==> config.mk <==
export PLATFORM = sky130hd
export DESIGN_NAME = gfmul_digit
export DESIGN_NICKNAME = d
export VERILOG_FILES = /design/src/rtl/gfmul_digit.sv
export SDC_FILE = /design/constraint.sdc
export NUM_CORES = 1
export LEC_CHECK = 0
export CORE_AREA = 2 2 218 220
export CTS_CLUSTER_DIAMETER = 50
export DETAILED_ROUTE_END_ITERATION = 6
export DIE_AREA = 0 0 220 222
export PLACE_DENSITY = 0.81
export RECOVER_POWER = 25
export SYNTH_ARGS = -nofsm -noshare
export SYNTH_HDL_FRONTEND = slang
export SYNTH_SLANG_ARGS = --single-unit
export TNS_END_PERCENT = 100
==> constraint.sdc <==
create_clock -name iClk -period 1.5 [get_ports iClk]
set_input_delay 0.225 -clock iClk [delete_from_list [all_inputs] [get_ports iClk]]
set_output_delay 0.225 -clock iClk [all_outputs]
set_load 0.005 [all_outputs]
==> src/rtl/gfmul_digit.sv <==
`default_nettype none
// ============================================================================
// Module      : gfmul_digit
// Description : Digit-serial GF(2^128) multiplier for GHASH (GCM bit order:
//               spec bit k = x^k is held at vector bit [127-k], so bit 0 of
//               the polynomial is the MSB of each 128-bit port).
//               Z = X * H mod (x^128 + x^7 + x^2 + x + 1), DIGIT bits of X per
//               clock, 128/DIGIT cycles per product, start/valid handshake.
// Parameters  : DIGIT        bits of X consumed per cycle (must divide 128)
// Macro       : GFMUL_ACC_EN adds iAcc (chain X ^ previous result) and
//               iClear (synchronous zero of result, aborts a running product)
// Ports       : iClk          clock, rising edge
//               iRstn         asynchronous active-low reset
//               iAcc          (GFMUL_ACC_EN) operand becomes iX ^ oResult
//               iClear        (GFMUL_ACC_EN) zero result, return to idle
//               iStart        start request, accepted when oReady=1
//               iX, iH        operands, sampled on an accepted start
//               oReady        idle or done, can accept a start
//               oResult       product Z, held until the next accepted start
//               oResult_valid one-cycle pulse when oResult is final
// Revision    : 1.0 - initial release
// ============================================================================
module gfmul_digit #(
  parameter int DIGIT = 4
) (
  input  logic         iClk,
  input  logic         iRstn,
`ifdef GFMUL_ACC_EN
  input  logic         iAcc,
  input  logic         iClear,
`endif
  input  logic         iStart,
  input  logic [127:0] iX,
  input  logic [127:0] iH,
  output logic         oReady,
  output logic [127:0] oResult,
  output logic         oResult_valid
);

  localparam int c_steps = 128 / DIGIT;
  localparam int c_cnt_w = (c_steps > 1) ? $clog2(c_steps) : 1;
  localparam logic [c_cnt_w-1:0] c_last = c_cnt_w'(c_steps - 1);
  // x^128 folds back onto x^7+x^2+x+1, i.e. spec bits 0,1,2,7 -> top byte E1
  localparam logic [127:0] c_red = {8'hE1, 120'd0};

  localparam logic [1:0] S_IDLE = 2'd0;
  localparam logic [1:0] S_RUN  = 2'd1;
  localparam logic [1:0] S_DONE = 2'd2;

  generate
    if (DIGIT < 1 || (128 % DIGIT) != 0) begin : g_bad_digit
      $error("gfmul_digit: DIGIT=%0d does not divide 128", DIGIT);
    end
  endgenerate

  logic [1:0]         r_state;
  logic [1:0]         w_state_next;
  logic [127:0]       r_x;
  logic [127:0]       r_v;
  logic [127:0]       r_z;
  logic [c_cnt_w-1:0] r_cnt;
  logic [127:0]       w_z_next;
  logic [127:0]       w_v_next;
  logic [127:0]       w_x_load;
  logic               w_clear;
  logic               w_accept;

`ifdef GFMUL_ACC_EN
  assign w_clear  = iClear;
  assign w_x_load = iAcc ? (iX ^ r_z) : iX;
`else
  assign w_clear  = 1'b0;
  assign w_x_load = iX;
`endif

  assign w_accept = iStart & oReady & ~w_clear;
  assign oResult  = r_z;

  // State register
  always_ff @(posedge iClk or negedge iRstn) begin
    if (!iRstn) begin
      r_state <= S_IDLE;
    end else begin
      r_state <= w_state_next;
    end
  end

  // Next-state logic
  always_comb begin
    w_state_next = r_state;
    case (r_state)
      S_IDLE: if (w_accept) w_state_next = S_RUN;
      S_RUN: begin
        if (w_clear)              w_state_next = S_IDLE;
        else if (r_cnt == c_last) w_state_next = S_DONE;
      end
      S_DONE:  w_state_next = w_accept ? S_RUN : S_IDLE;
      default: w_state_next = S_IDLE;
    endcase
  end

  // Output logic
  always_comb begin
    oReady        = (r_state == S_IDLE) || (r_state == S_DONE);
    oResult_valid = (r_state == S_DONE);
  end

  // Unrolled chain of DIGIT bit-steps. r_x is shifted left each cycle so the
  // current digit always sits in the top DIGIT bits, which replaces indexing
  // by cnt*DIGIT+j with a fixed wiring.
  always_comb begin
    w_z_next = r_z;
    w_v_next = r_v;
    for (int j = 0; j < DIGIT; j++) begin
      if (r_x[127-j]) w_z_next = w_z_next ^ w_v_next;
      w_v_next = (w_v_next >> 1) ^ (w_v_next[0] ? c_red : 128'd0);
    end
  end

  // Datapath registers
  always_ff @(posedge iClk or negedge iRstn) begin
    if (!iRstn) begin
      r_x   <= 128'd0;
      r_v   <= 128'd0;
      r_z   <= 128'd0;
      r_cnt <= '0;
    end else if (w_clear) begin
      r_z   <= 128'd0;
    end else if (w_accept) begin
      r_x   <= w_x_load;
      r_v   <= iH;
      r_z   <= 128'd0;
      r_cnt <= '0;
    end else if (r_state == S_RUN) begin
      r_x   <= r_x << DIGIT;
      r_v   <= w_v_next;
      r_z   <= w_z_next;
      r_cnt <= r_cnt + c_cnt_w'(1);
    end
  end

endmodule
`default_nettype wire
==> out/qor.csv, run 1 <==
stage;metric;value;unit
run_status;run_status;finished with violations;
run_status;failed_checks;DRC, setup timing;
sta;post_route_clock_period_utilization;123;%
sta;fmaxAchievable;544;MHz
worst_setup_path;cp-start-kind;register;
global_route;grt_start_max_net_pins;81;
route;wl;79.0;mm
global_route;grt_first_pass_wirelength;114;mm
final_layout;multi_input_comb_area;12900;um^2
yosys;post_synth_inst_count;2776;
clocking;root_buffer;sky130_fd_sc_hd__clkbuf_16;
route;vias_per_cell;5.81;
yosys;synth_sequential_area_ratio;43.2;%
final_layout;fin_nets;3460;
yosys;synth.top_cells.by_area;sky130_fd_sc_hd__dfrtp_1 43%, sky130_fd_sc_hd__nand2_1 17%, sky130_fd_sc_hd__xnor2_1 15%;
worst_setup_path;r2r_start;r_x[126]$_DFFE_PN0P_;
final_layout;layout-drive-gt1-share;15.9;%
clocking;cts-htree-levels;2;
sta;final-setup-viol-count;345;
yosys;netlist.area_leader.share;43.2;%
final_layout;synthToLayoutAreaGrowth;40.5;%
route;wire_per_inst;20.5;um
clocking;cts_tree;done;
worst_setup_path;crit_arrival;2.34;ns
floorplanning;die-height;222;um
clocking;tritoncts_sink_count;391;
global_route;vias_in_the_first_global_route;21600;
worst_setup_path;worstSetupPathType;register to register;
sta;worst_clock_skew;0.0143;ns
worst_setup_path;cp.required;2.00;ns
route;vias;22400;
yosys;yosysWarningCount;0;
worst_setup_path;worstSetupEndpoint;oResult[53]$_DFFE_PN0P_;
clocking;clkTransAtPathRegs;0.06;ns
floorplanning;core-area;46300;um^2
sta;slew_headroom;16.1;%
global_route;track_usage;29.2;%
power_and_ir_drop;vdd_drop_max;1.20;mV
worst_setup_path;nature_of_the_critical_path_endpoint;register;
floorplanning;fp.dieArea;48800;um^2
clocking;clock_latency_reported_for_the_late_side_of_the_worst_skew_pair;0.59;ns
yosys;synth_area;22600;um^2
sta;finalWorstPathRequiredPeriod;1.84;ns
sta;postLayoutSetupSlackWorst;-0.338;ns
power_and_ir_drop;powerDensity;2790;nW/um^2
floorplanning;ios;389;
global_route;globalRoute.totalOverflow;0;
floorplanning;num_rows;79;
worst_setup_path;critPathMaxFanout;13;
worst_setup_path;worstReg2RegEnd;oResult[53]$_DFFE_PN0P_;
yosys;postSynthRegisterBits;391;
route;drt_pass1_iterations;7;
place;port_buffers;388;
power_and_ir_drop;power.total;0.0887;W
yosys;synthDominantAreaCellType;sky130_fd_sc_hd__dfrtp_1;
sta;setup_repair_after_global_routing_missed_its_margin;true;
floorplanning;die-width;220;um
floorplanning;initial_utilization;49.0;%
flow_run;max_cap_viol_count;0;
sta;timing.setup.tns;-39.11;ns
final_layout;postLayoutCellArea;31800;um^2
place;dp.final_hpwl;46.3;mm
power_and_ir_drop;cellLeakagePower;14.4;nW
route;post_route_antenna_net_violation_count;0;
global_route;antenna_found_initial;9;
worst_setup_path;reg2reg_setup_slack;-0.34;ns
place;gp_congestion;0.898;
sta;report.final.hold_viol_count;0;
route;detail_route.drc_violations;1;
sta;max_slew_vio_count;0;
hold_path;worst_hold_path_type;input port to register;
final_layout;fill_cells;3297;
yosys;synthDistinctLibCells;32;
sta;worst_pin_slew;1.26;ns
clocking;cts_buffers;49;
yosys;synth.net_count;3037;
worst_setup_path;reg2reg_depth;8;
worst_setup_path;worstSetupStartpoint;r_x[126]$_DFFE_PN0P_;
clocking;buffer_levels_on_the_longest_clock_path;3;
final_layout;final-seq-area;9800;um^2
sta;smallest_hold_slack;0.229;ns
yosys;postSynthAreaPerCell;8.16;um^2
place;post_dp_area;27700;um^2
place;post_place_setup_slack;-0.582;ns
route;detailedRoute.firstIterationViolations;2664;
placed cells by master (no fill, tap or decap), types with 5 or more instances in the layout:
| cell | n |
|---|---|
| sky130_fd_sc_hd__a21oi_1 | 126 |
| sky130_fd_sc_hd__a22o_1 | 7 |
| sky130_fd_sc_hd__a22oi_1 | 248 |
| sky130_fd_sc_hd__buf_12 | 43 |
| sky130_fd_sc_hd__buf_16 | 14 |
| sky130_fd_sc_hd__buf_2 | 8 |
| sky130_fd_sc_hd__buf_4 | 72 |
| sky130_fd_sc_hd__buf_6 | 19 |
| sky130_fd_sc_hd__buf_8 | 6 |
| sky130_fd_sc_hd__clkbuf_1 | 9 |
| sky130_fd_sc_hd__clkbuf_16 | 62 |
| sky130_fd_sc_hd__clkbuf_8 | 8 |
| sky130_fd_sc_hd__clkdlybuf4s15_1 | 78 |
| sky130_fd_sc_hd__clkdlybuf4s15_2 | 8 |
| sky130_fd_sc_hd__clkdlybuf4s50_1 | 271 |
| sky130_fd_sc_hd__clkinv_2 | 10 |
| sky130_fd_sc_hd__dfrtp_1 | 383 |
| sky130_fd_sc_hd__diode_2 | 5 |
| sky130_fd_sc_hd__dlygate4sd2_1 | 18 |
| sky130_fd_sc_hd__dlymetal6s2s_1 | 5 |
| sky130_fd_sc_hd__inv_1 | 123 |
| sky130_fd_sc_hd__nand2_1 | 934 |
| sky130_fd_sc_hd__nand2_2 | 72 |
| sky130_fd_sc_hd__nand2_4 | 10 |
| sky130_fd_sc_hd__nor2_1 | 5 |
| sky130_fd_sc_hd__o21ai_0 | 51 |
| sky130_fd_sc_hd__o21ai_1 | 77 |
| sky130_fd_sc_hd__or3_1 | 121 |
| sky130_fd_sc_hd__xnor2_1 | 245 |
| sky130_fd_sc_hd__xnor2_2 | 134 |
| sky130_fd_sc_hd__xor2_1 | 6 |
cells by family after synthesis:
kind of cell,share of synthesized area [%]
buf+inv,6.12
flops,43.2
compound gates,14.4
xor+xnor,15.6
simple gates,20.6
fa+ha+maj,0.110
cell type report:
class                   count  share of cell area, %
multi-input cells        2072                   40.5
well taps                 607                   2.39
inverters                 125                   1.47
diodes                      5                 0.0393
flip-flops and latches    391                   30.8
clock buffers              68                   4.46
clock inverters            21                  0.661
repair buffers            560                   19.7
per-stage QoR:
step | utilization (%) | std cells
finish | 68.8 | 3849
global placement | 59.8 | 3684
detailed placement | 59.8 | 3684
CTS | 65.5 | 3820
floorplan | - | 2776
global route | 68.8 | 3849
where the power goes:
part,switching [W],internal [W]
Sequential,0.00605,0.0162
Combinational,0.0276,0.0269
Clock,0.00481,0.00715
Total,0.0385,0.0502
sequential cells by signal (all words and copies together) (netlist names):
signal,count
oResult,128
r_v,128
r_x,128
r_cnt,5
r_state,2
worst min-delay path by stage:
stage / from / endpoint / slack [ns] / depth (start not counted)
after floorplan: iRstn / oResult[0]$_DFFE_PN0P_ / -0.07 / 0
after global placement: iRstn / r_x[76]$_DFFE_PN0P_ / 0.16 / 1
after detailed placement: iRstn / r_x[76]$_DFFE_PN0P_ / 0.16 / 1
after CTS: iRstn / r_x[71]$_DFFE_PN0P_ / 0.13 / 2
after global routing: iX[70] / r_x[70]$_DFFE_PN0P_ / 0.23 / 3
final: iH[126] / r_v[126]$_DFFE_PN0P_ / 0.23 / 3
timing repair:
item / in CTS / in global routing
buffers inserted: 37 / 12
pin swaps: 78 / 97
gates cloned: 10 / 16
endpoints found under the hold margin: 391 / 0
gates resized for setup: 320 / 256
setup endpoints to repair: 513 / 432
hold buffers: 1 / 0
critical path: stages, from the launching register on:
cell and delay (ns):
sky130_fd_sc_hd__dfrtp_4 0.49, sky130_fd_sc_hd__buf_12 0.16, sky130_fd_sc_hd__buf_12 0.14, sky130_fd_sc_hd__buf_16 0.16
sky130_fd_sc_hd__nand2_1 0.10, sky130_fd_sc_hd__xnor2_1 0.16, sky130_fd_sc_hd__xnor2_1 0.13, sky130_fd_sc_hd__or3_1 0.31
sky130_fd_sc_hd__o21ai_1 0.09
synth_stat cells, drive strengths merged:
cell    instances
a21oi         126
a221o           2
a22o            7
a22oi         249
and2            1
and3            1
buf           119
clkbuf         69
dfrtp         391
ha              2
inv           125
nand2        1017
nand2b          1
nand3           1
nand4           1
nor2            9
nor2b           2
nor3            1
nor4            1
o21ai         132
o22ai           2
or2             1
or3           121
xnor2         380
xnor3           4
xor2           11
metal layers:
layer | wire [um] | GRT usage (%) | up-vias
li1 | - | - | 9899
met3 | 7970 | 6.19 | 371
met1 | 28300 | 36.3 | 10700
met5 | 61 | 0 | -
met4 | 5060 | 16.0 | 8
met2 | 37600 | 47.1 | 1361
Note: power is estimated with default switching activity, not from simulation.
==> inputs of run 2 (changes only) <==
--- a/config.mk
+++ b/config.mk
@@ -5,10 +5,11 @@
 export SDC_FILE = /design/constraint.sdc
 export NUM_CORES = 1
 export LEC_CHECK = 0
-export CORE_AREA = 2 2 218 220
+export ABC_CLOCK_PERIOD_IN_PS = 1500
+export CORE_AREA = 5 5 221 223
 export CTS_CLUSTER_DIAMETER = 50
 export DETAILED_ROUTE_END_ITERATION = 6
-export DIE_AREA = 0 0 220 222
+export DIE_AREA = 0 0 226 228
 export PLACE_DENSITY = 0.81
 export RECOVER_POWER = 25
 export SYNTH_ARGS = -nofsm -noshare
==> out/qor.csv, run 2 (synthesized netlist as in run 1, its figures left out) <==
stage;metric;value;unit;change
place;post_dp_area;28100;um^2;was 27700 um^2
place;port_buffers;388;;unchanged
global_route;grt_first_pass_wirelength;121;mm;was 114 mm
worst_setup_path;cp_common_cell;sky130_fd_sc_hd__xnor2_1;;
hold_path;timing.hold.worst_path_depth;3;;unchanged
place;gp_congestion;0.931;;was 0.898
sta;post_route_clock_period_utilization;134;%;was 123%
sta;worst_clock_skew;0.0222;ns;was 0.0143 ns
sta;worst_pin_slew;1.04;ns;was 1.26 ns
route;detailedRoute.firstIterationViolations;3508;;was 2664
route;wire_per_inst;23.3;um;was 20.5 um
clocking;cts-htree-levels;2;;unchanged
hold_path;min_from;iH[126];;unchanged
clocking;cts_tree;done;;unchanged
final_layout;layout-drive-gt1-share;21.3;%;was 15.9%
worst_setup_path;reg2reg_setup_slack;-0.51;ns;was -0.34 ns
final_layout;fin_nets;3574;;was 3460
final_layout;synthToLayoutAreaGrowth;49.1;%;was 40.5%
worst_setup_path;r2r_start;r_x[126]$_DFFE_PN0P_;;unchanged
route;post_route_antenna_net_violation_count;0;;unchanged
power_and_ir_drop;p_int;0.0536;W;was 0.0502 W
clocking;buffer_levels_on_the_longest_clock_path;3;;unchanged
power_and_ir_drop;p_sw_share;44.4;%;was 43.4%
worst_setup_path;nature_of_the_critical_path_endpoint;register;;unchanged
clocking;tritoncts_sink_count;391;;unchanged
floorplanning;die-height;228;um;was 222 um
floorplanning;num_rows;79;;unchanged
power_and_ir_drop;combPwrFrac;63.9;%;was 61.5%
route;drt_pass1_iterations;7;;unchanged
worst_setup_path;critPathMaxFanout;9;;was 13
worst_setup_path;cp_slowest_stage_delay;0.49;ns;about the same
worst_setup_path;critical-path-top-delay-family;compound AO/OA/AOI/OAI gates;;was flip-flops
worst_setup_path;cp_num_cells;7;;was 8
flow_run;max_cap_viol_count;0;;unchanged
floorplanning;ios;389;;unchanged
worst_setup_path;worstReg2RegEnd;oResult[38]$_DFFE_PN0P_;;was oResult[53]$_DFFE_PN0P_
final_layout;layout_common_cells;889 x sky130_fd_sc_hd__nand2_1, 385 x sky130_fd_sc_hd__dfrtp_1, 257 x sky130_fd_sc_hd__clkdlybuf4s50_1;;was 934 x sky130_fd_sc_hd__nand2_1, 383 x sky130_fd_sc_hd__dfrtp_1, 271 x sky130_fd_sc_hd__clkdlybuf4s50_1
final_layout;final-seq-area;9800;um^2;about the same
clocking;clock_latency_reported_for_the_late_side_of_the_worst_skew_pair;0.59;ns;about the same
sta;report.final.hold_viol_count;0;;unchanged
sta;final-setup-viol-count;394;;was 345
route;detail_route.drc_violations;0;;was 1
floorplanning;initial_utilization;48.9;%;was 49.0%
sta;fmaxAchievable;498;MHz;was 544 MHz
route;vias;24300;;was 22400
clocking;clkTransAtPathRegs;0.06;ns;about the same
final_layout;post_layout_nonfiller_instances;3963;;was 3849
route;vias_per_cell;6.12;;was 5.81
place;numPlacedInstances;3714;;was 3684
final_layout;multi_input_comb_area;13400;um^2;was 12900 um^2
final_layout;fill_cells;2872;;was 3297
place;dp.final_hpwl;49.5;mm;was 46.3 mm
final_layout;layout.cells.most_common;sky130_fd_sc_hd__nand2_1;;unchanged
floorplanning;fp.dieArea;51500;um^2;was 48800 um^2
power_and_ir_drop;powerDensity;2850;nW/um^2;was 2790 nW/um^2
worst_setup_path;cp.required;1.96;ns;was 2.00 ns
worst_setup_path;crit_chain;buf_12, buf_16, nand2_1, xnor2_1, xnor2_1, a21oi_1, o21ai_1;;was buf_12, buf_12, buf_16, nand2_1, xnor2_1, xnor2_1, or3_1, o21ai_1
sta;smallest_hold_slack;0.194;ns;was 0.229 ns
sta;setup_repair_after_global_routing_missed_its_margin;true;;unchanged
power_and_ir_drop;power.sequential.fraction;23.4;%;was 25.1%
route;wl;92.4;mm;was 79.0 mm
run_status;run_status;finished with violations;;unchanged
clocking;cts_buffers;49;;unchanged
hold_path;min_delay_worst_endpoint;r_v[126]$_DFFE_PN0P_;;unchanged
floorplanning;die-width;226;um;was 220 um
sta;postLayoutSetupSlackWorst;-0.510;ns;was -0.338 ns
power_and_ir_drop;clockPowerShare;12.7;%;was 13.5%
sta;finalWorstPathRequiredPeriod;2.01;ns;was 1.84 ns
worst_setup_path;crit_arrival;2.47;ns;was 2.34 ns
global_route;vias_in_the_first_global_route;22800;;was 21600
global_route;antenna_found_initial;9;;unchanged
worst_setup_path;reg2reg_depth;7;;was 8
worst_setup_path;cp_num_buf_inv;2;;was 3
floorplanning;core-area;46400;um^2;was 46300 um^2
place;post_place_setup_slack;-0.410;ns;was -0.582 ns
worst_setup_path;worstSetupPathType;register to register;;unchanged
worst_setup_path;cp-start-kind;register;;unchanged
final_layout;postLayoutCellArea;33800;um^2;was 31800 um^2
power_and_ir_drop;power.net_switching;0.0428;W;was 0.0385 W
sta;slew_headroom;30.4;%;was 16.1%
sta;max_slew_vio_count;0;;unchanged
worst_setup_path;cp_slowest_cell;sky130_fd_sc_hd__dfrtp_4;;unchanged
run_status;failed_checks;setup timing;;was DRC, setup timing
hold_path;worst_hold_path_type;input port to register;;unchanged
global_route;grt_start_max_net_pins;98;;was 81
global_route;globalRoute.totalOverflow;0;;unchanged
clocking;root_buffer;sky130_fd_sc_hd__clkbuf_16;;unchanged
global_route;track_usage;28.6;%;was 29.2%
power_and_ir_drop;cellLeakagePower;15.5;nW;was 14.4 nW
power_and_ir_drop;vdd_drop_max;1.73;mV;was 1.20 mV
==> run 2: changes by cell type in the layout (fill, tap and decap cells not counted), sizes merged, moves of 2 or more <==
cell           before  now
dlygate4sd2        18   61
bufinv              3    5
clkbuf             85  103
clkdlybuf4s15      86   63
diode               5    7
dlymetal6s2s        5    0
buf               162  250
clkdlybuf4s50     271  257
==> run 2: worst min-delay path, delay by kind of cell <==
family | cells | cell delay [ns]
AO/OA/AOI/OAI | 1 | 0.06
buffers and inverters | 1 | 0.40
AND/OR/NAND/NOR | 1 | 0.05
==> run 2: power groups by stage <==
stage	clock network [W]	logic [W]	registers, W
2_1_floorplan	0	0.0326	0.0200
3_3_place_gp	0	0.0436	0.0215
3_5_place_dp	0	0.0458	0.0218
4_1_cts	0.0122	0.0501	0.0215
5_1_grt	0.0127	0.0657	0.0230
6_report	0.0122	0.0616	0.0226
==> run 2: worst max path at each step <==
stage,startpoint,endpoint,slack (ns)
floorplan,r_state[0]$_DFFE_PN0P_,oResult[100]$_DFFE_PN0P_,-0.004
global placement,iStart,r_v[120]$_DFFE_PN0P_,-0.37
detailed placement,iStart,r_cnt[2]$_DFFE_PN0P_,-0.41
CTS,r_x[125]$_DFFE_PN0P_,oResult[118]$_DFFE_PN0P_,-0.24
global route,r_x[126]$_DFFE_PN0P_,oResult[38]$_DFFE_PN0P_,-0.49
finish,r_x[126]$_DFFE_PN0P_,oResult[38]$_DFFE_PN0P_,-0.51
==> run 2: layout make-up <==
cell class	count	share of cell area, %
clock buffer	62	3.95
sequential	391	29.0
multi-input combinational	2072	39.6
inverter	125	1.40
tap	607	2.25
antenna	7	0.0519
clock inverter	25	0.904
timing repair buffer	674	22.9
==> run 2: per-stage QoR <==
step	setup TNS [ns]	utilization (%)	power (W)
after floorplan	-0.0935	-	0.0526
after global placement	-111.96	60.5	0.0651
after detailed placement	-120.11	60.5	0.0676
after CTS	-42.16	67.2	0.0838
after global routing	-110.78	72.8	0.101
final	-74.24	72.9	0.0964
==> run 2: timing repair <==
action,in CTS,in global routing
cloned,11,36
endpoints found under the setup margin,459,436
setup buffers,91,18
pin swaps,93,102
resized for setup,361,354
hold buffers,1,0
hold endpoints to repair,309,0
==> run 2: per-layer routing <==
| layer | wire, um | track usage, % | up-vias |
|---|---|---|---|
| met5 | 27 | 0 | - |
| met4 | 7700 | 17.0 | 4 |
| met3 | 11300 | 7.45 | 619 |
| met2 | 42600 | 46.0 | 1922 |
| met1 | 30800 | 34.6 | 11600 |
| li1 | - | - | 10200 |
